### config.mk
export PLATFORM = sky130hd
export DESIGN_NAME = neuron_param_loader
export DESIGN_NICKNAME = d
export VERILOG_FILES = /design/src/rtl/neuron_param_loader_pkg.sv /design/src/rtl/neuron_param_loader_counter.sv /design/src/rtl/neuron_param_loader.sv
export SDC_FILE = /design/constraint.sdc
export NUM_CORES = 1
export LEC_CHECK = 0
export ABC_CLOCK_PERIOD_IN_PS = 2500
export BUFFER_PORTS_ARGS = -buffer_cell sky130_fd_sc_hd__buf_2
export CAP_MARGIN = 20
export CORE_ASPECT_RATIO = 1.25
export CORE_UTILIZATION = 46
export DETAILED_ROUTE_END_ITERATION = 10
export PLACE_DENSITY = 0.78
export SKIP_CTS_REPAIR_TIMING = 1
export SYNTH_ARGS = -nofsm -noshare
export SYNTH_HDL_FRONTEND = slang
export SYNTH_SLANG_ARGS = --single-unit
### constraint.sdc
create_clock -name clk -period 2.5 [get_ports clk]
set_clock_uncertainty 0.1 [all_clocks]
set_input_delay 0.125 -clock clk [delete_from_list [all_inputs] [get_ports clk]]
set_output_delay 0.125 -clock clk [all_outputs]
set_load 0.005 [all_outputs]
### src/rtl/neuron_param_loader_pkg.sv
// Shared widths, the idle sentinel and the loader state encoding.
package neuron_param_loader_pkg;

    localparam int DATA_WIDTH = 16;
    localparam int CFG_WIDTH  = 2 * DATA_WIDTH + 1;

    // config_* value that matches no neuron: the bus is parked on it while idle.
    localparam logic [CFG_WIDTH-1:0] CFG_IDLE_SENTINEL = '1;

    typedef enum logic [1:0] {
        IDLE   = 2'd0,
        LOAD_W = 2'd1,
        LOAD_B = 2'd2,
        FIN    = 2'd3
    } load_state_e;

endpackage

### src/rtl/neuron_param_loader_counter.sv
// Terminal-count counter: clears to 0, counts up on enable and holds at
// TERMINAL-1 instead of wrapping. Callers wrap it explicitly via clr.
module neuron_param_loader_counter #(
    parameter int unsigned TERMINAL = 4,
    parameter int unsigned WIDTH    = 2
) (
    input  logic             clk,
    input  logic             rst,
    input  logic             clr,
    input  logic             en,
    output logic [WIDTH-1:0] count
);

    localparam logic [WIDTH-1:0] LAST = WIDTH'(TERMINAL - 1);

    // Count with clear priority; saturate at the terminal value.
    always_ff @(posedge clk) begin
        if (rst || clr) begin
            count <= '0;
        end else if (en && (count != LAST)) begin
            count <= count + 1'b1;
        end
    end

endmodule

### src/rtl/neuron_param_loader.sv
// Writer side of the neuron weight/bias load bus. Accepts a ready/valid word
// stream and issues, per neuron, numWeight weight strobes followed by one bias
// strobe, steering config_layer_num/config_neuron_num so one neuron captures it.
//
// Handshake: a word is transferred on a rising edge where s_valid && s_ready;
// s_ready depends only on state (never on s_valid), and each transferred word
// produces exactly one strobe in the following cycle.
module neuron_param_loader
    import neuron_param_loader_pkg::*;
#(
    parameter int dataWidth = DATA_WIDTH,
    parameter int numWeight = 128,
    parameter int numNeuron = 64,
    parameter int cfgWidth  = 2 * dataWidth + 1
) (
    input  logic                 clk,
    input  logic                 rst,
    input  logic                 start,
    input  logic [cfgWidth-1:0]  start_layer,
    input  logic [dataWidth-1:0] s_data,
    input  logic                 s_valid,
    output logic                 s_ready,
    output logic                 weightValid,
    output logic [dataWidth-1:0] weightValue,
    output logic                 biasValid,
    output logic [dataWidth-1:0] biasValue,
    output logic [cfgWidth-1:0]  config_layer_num,
    output logic [cfgWidth-1:0]  config_neuron_num,
    output logic                 busy,
    output logic                 done
);

    localparam int WCW = (numWeight > 1) ? $clog2(numWeight) : 1;
    localparam int NCW = (numNeuron > 1) ? $clog2(numNeuron) : 1;
    localparam logic [cfgWidth-1:0] SENTINEL = {cfgWidth{CFG_IDLE_SENTINEL[0]}};

    load_state_e    state;
    logic           advance_neuron;
    logic           handshake;
    logic           start_accept;
    logic           w_en;
    logic           w_clr;
    logic           w_last;
    logic           n_last;
    logic [WCW-1:0] w_cnt;
    logic [NCW-1:0] n_cnt;

    assign s_ready      = (state == LOAD_W) || (state == LOAD_B);
    assign handshake    = s_valid && s_ready;
    assign start_accept = (state == IDLE) && start;
    assign w_en         = handshake && (state == LOAD_W);
    assign w_clr        = start_accept || (w_en && w_last);
    assign w_last       = (w_cnt == WCW'(numWeight - 1));
    assign n_last       = (n_cnt == NCW'(numNeuron - 1));

    // Neuron number is only meaningful while a load is in progress.
    assign config_neuron_num = busy ? cfgWidth'(n_cnt) : SENTINEL;

    neuron_param_loader_counter #(
        .TERMINAL (numWeight),
        .WIDTH    (WCW)
    ) u_weight_cnt (
        .clk   (clk),
        .rst   (rst),
        .clr   (w_clr),
        .en    (w_en),
        .count (w_cnt)
    );

    // Advances one cycle after the bias handshake, so the bias strobe still
    // carries the neuron it belongs to.
    neuron_param_loader_counter #(
        .TERMINAL (numNeuron),
        .WIDTH    (NCW)
    ) u_neuron_cnt (
        .clk   (clk),
        .rst   (rst),
        .clr   (start_accept),
        .en    (advance_neuron),
        .count (n_cnt)
    );

    // Load sequencer with registered strobes, data and status.
    always_ff @(posedge clk) begin
        if (rst) begin
            state            <= IDLE;
            weightValid      <= 1'b0;
            weightValue      <= '0;
            biasValid        <= 1'b0;
            biasValue        <= '0;
            busy             <= 1'b0;
            done             <= 1'b0;
            config_layer_num <= SENTINEL;
            advance_neuron   <= 1'b0;
        end else begin
            weightValid    <= 1'b0;
            biasValid      <= 1'b0;
            done           <= 1'b0;
            advance_neuron <= 1'b0;
            case (state)
                IDLE: begin
                    if (start) begin
                        config_layer_num <= start_layer;
                        busy             <= 1'b1;
                        state            <= LOAD_W;
                    end
                end
                LOAD_W: begin
                    if (handshake) begin
                        weightValid <= 1'b1;
                        weightValue <= s_data;
                        if (w_last) begin
                            state <= LOAD_B;
                        end
                    end
                end
                LOAD_B: begin
                    if (handshake) begin
                        biasValid <= 1'b1;
                        biasValue <= s_data;
                        if (n_last) begin
                            state <= FIN;
                        end else begin
                            advance_neuron <= 1'b1;
                            state          <= LOAD_W;
                        end
                    end
                end
                FIN: begin
                    done             <= 1'b1;
                    busy             <= 1'b0;
                    config_layer_num <= SENTINEL;
                    state            <= IDLE;
                end
                default: state <= IDLE;
            endcase
        end
    end

endmodule
==> metrics <==
minimum clock period=2.01 ns; vias post-DR=3347; Worst Setup End Kind=flop; Synth Flop Type=dfxtp_1; antenna violations before repair=0; required time of the critical path=2.67 ns; area growth from synthesis to layout=42.7%; Worst-Skew Late Latency=0.34 ns; syn_nets=452; RSZ-0062 raised after global routing=no; Internal Power=0.00271 W; synth warn=0; final WL=8750 um; Routed Antenna Nets=0; first-pass GRT wire length=12100 um; row count=34; Max Cap Viol=0; Initial Util=0.472; n_diodes=0; drt wl/cell=13.2 um; fill count=566; Yosys top cell by area=dfxtp_1; share of cells above drive strength 1=0.310; Tightest Pin Transition=0.629 ns; Synth top cells by count=nand2_1 (110), dfxtp_1 (85), a21oi_1 (40), o22ai_1 (34), buf_4 (26); synthesized instance count=392; slowest CP cell=dfxtp_1; total CTS buffers=9; CP startpoint kind=flop; clk buf depth=2; Fin Hold WS=0.200 ns; Clk pwr share=0.302; sw frac=0.304; Post-synth EDFFs=0; Synth cell types=30; worst path bufs/invs=1; Critical Path, Cell by Cell=inv_1 -> ha_1 -> nand2_1 -> nor4_1 -> o22ai_1 -> or3_1 -> a21oi_1; area share of the largest cell type after synthesis=0.520; setup TNS=0 ns; vias in the first global route=2669; H-tree depth=3; Max Fclk=0.497 GHz; Die ar.=7460 um^2; Synth Cell Area=3270 um^2; dpl ws=0.539 ns; sequential area share after synthesis=0.520; Clk pin slew, worst setup/hold paths=0.08 ns; root buf cell=clkbuf_8; Syn Area/Cell=8.35 um^2; Worst Path Arrival=2.18 ns; Horiz. Die Dim=77.4 um; remaining routing DRC violations=0; PnR worst setup slack=0.490 ns; final worst-path cycle share=0.804; outcome=finished clean; DRT iter0 DRCs=165; Synth area leaders=dfxtp_1 (52%), nand2_1 (13%), o22ai_1 (6.5%); sequential share of power=0.415; count leader, synth=nand2_1; combinational power share=0.282; placer congestion estimate=0.845; TritonRoute pass-1 iters=4; Slew Limit Fails=0; #FFs+latches synth=85; peak supply drop=0.000590 V; delay-heaviest family, CP=simple AND/OR/NAND/NOR gates; Hold Path Origin=rst; core area=6930 um^2; Max FO, Critical Path=5; critical path's largest stage delay=0.38 ns; final net count=626; vias per cell=5.06; Die Ht=96.3 um; Min-Delay Path Class=in2reg; RR Startpoint=state[0]; Sink Count=85; WS Path Type=reg2reg; ys async rst share=0; total grt overflow=0; NetSw=0.00118 W; Total GRT Usage=0.204; CTS tree=yes; Fin. Hold Viols=0; PD cells=834 nW/um^2; final setup violating endpoints=0; dpl hpwl=5350 um; Leakage=2.00 nW; crit path from=state[0]; PortBufs=155; io pins=156; Slew HR=0.581; largest net degree at the start of global routing=38
==> sequential cells by signal, summed over array words and instances (netlist names) <==
register	count
biasValue	16
u_neuron_cnt.count	6
weightValue	16
state	2
advance_neuron	1
biasValid	1
config_layer_num	33
u_weight_cnt.count	7
done	1
weightValid	1
busy	1
==> placed cells by master, fill, tap and decap left out, drive strengths merged, types with 2 or more instances in the layout <==
cell	count
dfxtp	85
and3	3
a21oi	40
and2	3
nand3	5
nand2	110
or3	3
xor2	4
inv	7
dlygate4sd3	49
o21ai	7
ha	7
buf	161
nor2	15
xnor2	2
clkbuf	11
bufinv	3
nor3	5
nand4	2
nand2b	6
o22ai	34
==> through the flow <==
stage	total power [W]	util	area (um^2)	std cells
floorplan	0.00236	-	3270	392
global placement	0.00263	0.567	3930	596
detailed placement	0.00266	0.567	3930	596
CTS	0.00384	0.603	4180	612
global route	0.00413	0.673	4670	661
finish	0.00390	0.673	4670	661
==> worst paths after layout <==
| kind | endpoint | slack (ns) | cells past startpoint |
|---|---|---|---|
| min reg2reg | weightValue[4] | 0.36 | 2 |
| max | state[1] | 0.49 | 7 |
| max reg2reg | state[1] | 0.49 | 7 |
| min | done | 0.20 | 3 |
==> power groups by stage <==
stage               clock network [W]  logic [W]  registers (W)
floorplan                           0   0.000709        0.00165
global placement                    0   0.000998        0.00163
detailed placement                  0    0.00102        0.00164
CTS                           0.00120    0.00103        0.00161
global route                  0.00125    0.00123        0.00164
finish                        0.00118    0.00110        0.00162
==> final cells by class <==
type                       instances  area [um^2]  area share
timing repair buffer             210         1310       0.281
inverter                           7         26.3     0.00563
clock buffer                      11          141      0.0303
sequential                        85         1700       0.364
tap                               90          113      0.0241
clock inverter                     5          106      0.0228
multi-input combinational        253         1270       0.272
==> routing by layer <==
metal | GRT usage | vias up | wire length (um)
met3 | 0.0445 | 14 | 389
met4 | 0.0865 | 0 | 169
met5 | 0 | - | 0
met1 | 0.240 | 1581 | 3510
met2 | 0.360 | 116 | 4680
li1 | - | 1636 | -
==> tightest hold or removal path, stage by stage <==
cell	delay (ns)
buf_2	0.12
buf_4	0.24
nor2_1	0.12
==> cell families (layout without fill, tap and decap cells) <==
group                    count (synthesis)  after routing  share of synthesized area
adder cells (fa/ha/maj)                  7              7                     0.0268
AND/OR/NAND/NOR                        154            154                      0.195
AO/OA/AOI/OAI                           85             85                      0.146
XOR/XNOR                                 6              6                     0.0161
multiplexers                             1              1                    0.00306
flip-flops                              85             85                      0.520
buffers and inverters                   54            233                     0.0929
(Power assumes the default switching activity.)
